==> config.mk <==
export PLATFORM = sky130hd
export DESIGN_NAME = clk_div_multi
export DESIGN_NICKNAME = d
export VERILOG_FILES = /design/src/rtl/clk_div_multi.sv
export SDC_FILE = /design/constraint.sdc
export NUM_CORES = 1
export LEC_CHECK = 0
export BUFFER_PORTS_ARGS = -buffer_cell sky130_fd_sc_hd__buf_2
export CORE_MARGIN = 1
export CORE_UTILIZATION = 60
export CTS_BUF_LIST = sky130_fd_sc_hd__clkbuf_4
export DETAILED_ROUTE_END_ITERATION = 16
export PLACE_DENSITY = 0.89
export SYNTH_ARGS = -nofsm -noshare
export SYNTH_HDL_FRONTEND = slang
export SYNTH_SLANG_ARGS = --single-unit
==> constraint.sdc <==
create_clock -name clk -period 3.4 [get_ports clk]
set_input_delay 0.17 -clock clk [delete_from_list [all_inputs] [get_ports clk]]
set_output_delay 0.17 -clock clk [all_outputs]
set_load 0.05 [all_outputs]
==> src/rtl/clk_div_multi.sv <==
// Multi-channel programmable clock/tick generator: each channel divides clk by a
// runtime-loadable divisor and produces a 50%-duty clock plus a one-cycle tick.
module clk_div_multi #(
    parameter int NUM_CH      = 4,
    parameter int CNT_W       = 32,
    parameter int DEFAULT_DIV = 1
) (
    input  logic              clk,
    input  logic              rst,
    input  logic [NUM_CH-1:0] en,
    input  logic              sync,
    input  logic              load,
    input  logic [3:0]        load_ch,
    input  logic [CNT_W-1:0]  load_val,
    output logic [NUM_CH-1:0] clk_out,
    output logic [NUM_CH-1:0] tick
);

    logic [CNT_W-1:0] div_q   [NUM_CH];
    logic [CNT_W-1:0] count_q [NUM_CH];

    always_ff @(posedge clk) begin
        if (rst) begin
            for (int unsigned i = 0; i < NUM_CH; i++) begin
                div_q[i]   <= CNT_W'(DEFAULT_DIV);
                count_q[i] <= '0;
            end
            clk_out <= '0;
            tick    <= '0;
        end else begin
            for (int unsigned i = 0; i < NUM_CH; i++) begin
                // An out-of-range load_ch never matches any channel, so it is ignored.
                if (load && (load_ch == 4'(i))) begin
                    div_q[i] <= load_val;
                end

                // sync dominates a same-cycle load's phase reset; the divisor write above still lands.
                if (sync) begin
                    count_q[i] <= '0;
                    clk_out[i] <= 1'b0;
                    tick[i]    <= 1'b0;
                end else if (load && (load_ch == 4'(i))) begin
                    count_q[i] <= '0;
                    tick[i]    <= 1'b0;
                end else if (en[i]) begin
                    if (count_q[i] == div_q[i]) begin
                        count_q[i] <= '0;
                        clk_out[i] <= ~clk_out[i];
                        tick[i]    <= 1'b1;
                    end else begin
                        count_q[i] <= count_q[i] + 1'b1;
                        tick[i]    <= 1'b0;
                    end
                end else begin
                    tick[i] <= 1'b0;
                end
            end
        end
    end

endmodule

==> reports/summary.txt <==
Hpwl dp - 19850 um
CP Launch Type - flop
Worst-skew pair later-pin latency - 680 ps
Max stage delay on crit path - 680 ps
Pin count of the biggest net entering global routing - 33
Reg power frac - 56.2%
Worst EP arrival - 3030 ps
Synth Instances - 1130
FF-to-FF Start - count_q[1][6]
H-tree depth - 3
NetSw - 0.001756 W
Longest Clk Path Bufs - 3
Logic gate share of total power - 6.4%
Status - finished, final reports clean
Drt first pass iters - 6
Yosys cell types - 38
Setup bufs post-CTS - 0
P_int - 0.005179 W
Peak supply drop - 322.1 uV
Die ar. - 22890 um^2
Post-synth EDFFs - 256
Finished Layout Cells - 1597
Die X-Extent - 151.3 um
Worst path cell trace - xnor2_1 > nand4_1 > nor4_1 > a21bo_2 > nor2_1
Register bit total from synthesis - 264
Total power - 0.006935 W
Area of the multi-input gates - 5299 um^2
Final setup margin - 730.6 ps
Vias in the first global route - 9387
CTS tree - built
Share of layout cells above drive strength 1 - 13.73%
Critical Path Sink Type - flop
Yosys Warn Count - 0
Worst setup startpoint - count_q[1][6]
Clk sinks - 264
Power Density - 458.2 nW/um^2
Mean area per synthesized cell - 11.84 um^2
Global placement routability congestion - 0.8753
Leakage - 5.355 nW
Die height - 151.3 um
Std-Cell Rows - 54
Worst Skew - 52.88 ps
Switching share of power - 25.32%
Clk network pwr share - 37.4%
Place WS - 861.0 ps
Final setup viols - 0
Fin crit share - 78.51%
Pin slew with the least headroom to its limit - 697.5 ps
Gr ovfl total - 0
IO Port Bufs - 51
Clock transition at the registers of the reported paths - 70 ps
CP Max Fanout - 32
Register area share after synthesis - 58.68%
Hold Path Class - input port to flop
Unrepaired setup endpoints after global routing - false
Drt total wl - 32610 um
Drc violations - 0
Vias per cell - 5.960
CTS Buf Count - 69
Ys flop type - edfxtp_1
Layout area overhead - 13.16%
Fillers - 1398
Slowest-stage cell, CP - a21bo_2
Initial antenna violation count - 3
Total GRT Usage - 29.44%
# IOs - 52
Post-synth ARST share - 0%
Post-layout min period - 2669 ps
Global-route wire length before repair - 49720 um
Cell Area, Synth - 13370 um^2
CP required - 3760 ps
Final core utilization - 69.35%
Setup TNS - 0 ps
Routed length per instance - 20.42 um
Post-route ant nets - 0
CP Class - flop to flop
Max transition margin - 53.07%
CTS root buf - clkbuf_4
Achievable Freq - 0.3746 GHz
Post-Place Cells - 1434
Syn nets - 1178
Routed vias - 9518
Final hold vios - 0
DR iter-0 viols - 1086
Slew Limit Fails - 0
Initial core utilization - 61.28%
Max-Cap Viols - 0
Hold Path Origin - en[0]
Nets - 1314
Area of the core - 21820 um^2
Sequential cell area - 7848 um^2
[cell type report]
type | instances | share of cell area (%)
multi-input cells | 809 | 35.01
well taps | 280 | 2.315
repair buffers | 109 | 5.241
clock inverters | 25 | 0.6448
diodes | 6 | 0.09921
flip-flops and latches | 264 | 51.85
clock buffers | 91 | 4.514
inverters | 13 | 0.3224
[repair_timing]
action / 4_1_cts / 5_1_grt
hold endpoints to repair: 135 / 0
hold buffers: 41 / 0
gates resized for setup: 0 / 0
[synthesized netlist by cell type, types with 16 or more instances]
cell / count / share of area, %
xor2_1: 118 / 7.7
and2_1: 133 / 6.2
and3_1: 16 / 0.75
nor4_1: 46 / 2.2
buf_2: 16 / 0.60
nand3_1: 50 / 1.9
nor2_1: 144 / 4.0
nor3_1: 17 / 0.64
nand4_1: 55 / 2.6
clkbuf_1: 27 / 0.76
xnor2_1: 128 / 8.4
nand2_1: 34 / 0.95
edfxtp_1: 256 / 57
[cell usage in the layout, fill, tap and decap left out, types with 5 or more instances in the layout]
| master | count |
|---|---|
| or3_1 | 9 |
| edfxtp_1 | 256 |
| and3_1 | 16 |
| inv_1 | 13 |
| dlygate4sd3_1 | 41 |
| diode_2 | 6 |
| dfxtp_1 | 8 |
| clkinv_1 | 17 |
| clkbuf_4 | 91 |
| xnor2_1 | 128 |
| nand3_1 | 50 |
| and4_1 | 15 |
| xor2_1 | 118 |
| inv_2 | 5 |
| nand2b_1 | 7 |
| nand4_1 | 55 |
| buf_4 | 17 |
| nor4_1 | 46 |
| buf_2 | 51 |
| nor2_1 | 144 |
| and2_1 | 133 |
| nor3_1 | 17 |
| nand2_1 | 34 |
[power by group through the flow]
stage,logic [W],registers [W],clock network [W]
floorplan,0.000269,0.00391,0
global placement,0.000381,0.00395,0
detailed placement,0.000390,0.00396,0
CTS,0.000428,0.00390,0.00259
global route,0.000472,0.00392,0.00278
finish,0.000444,0.00390,0.00259
[flip-flops by register name (all words and copies together) (netlist names)]
signal / cells
clk_out: 4
count_q: 128
div_q: 128
tick: 4
[cells by family (layout without fill, tap and decap cells)]
kind of cell / Yosys count / after routing / synth area share [%]
AND/OR/NAND/NOR: 545 / 545 / 22.29
flip-flops: 264 / 264 / 58.68
XOR/XNOR: 246 / 246 / 16.11
buffers and inverters: 57 / 238 / 1.759
AO/OA/AOI/OAI: 12 / 12 / 0.6361
adder cells (fa/ha/maj): 4 / 4 / 0.3742
multiplexers: 2 / 2 / 0.1497
other: 0 / 6 / 0
[final timing paths]
check	slack (ps)	cells after the start	endpoint
worst max-delay path	730	5	count_q[1][26]
worst min-delay path	70	3	tick[0]
worst max register to register	730	5	count_q[1][26]
worst min register to register	490	2	clk_out[2]
[per-layer routing]
layer  GRT usage, %  vias to the layer above  routed length [um]
met5              0                        -                   0
met4          13.40                        0                1316
met3          7.229                      114                2969
met2          48.58                      518               15960
met1          36.57                     4562               12360
li1               -                     4324                   -
[through the flow]
stage	area (um^2)	hold slack, ps
2_1_floorplan	13370	318.2
3_3_place_gp	13930	446.9
3_5_place_dp	13930	455.5
4_1_cts	15120	12.10
5_1_grt	15120	28.50
6_report	15130	74.66
[worst max-delay path: cells and delay by family, from the launching register on]
kind             cells  cell delay, ps
AND/OR/NAND/NOR      3             980
AO/OA/AOI/OAI        1             680
flip-flops           1             500
XOR/XNOR             1             210
No activity file was read; power rests on OpenSTA's default activity.
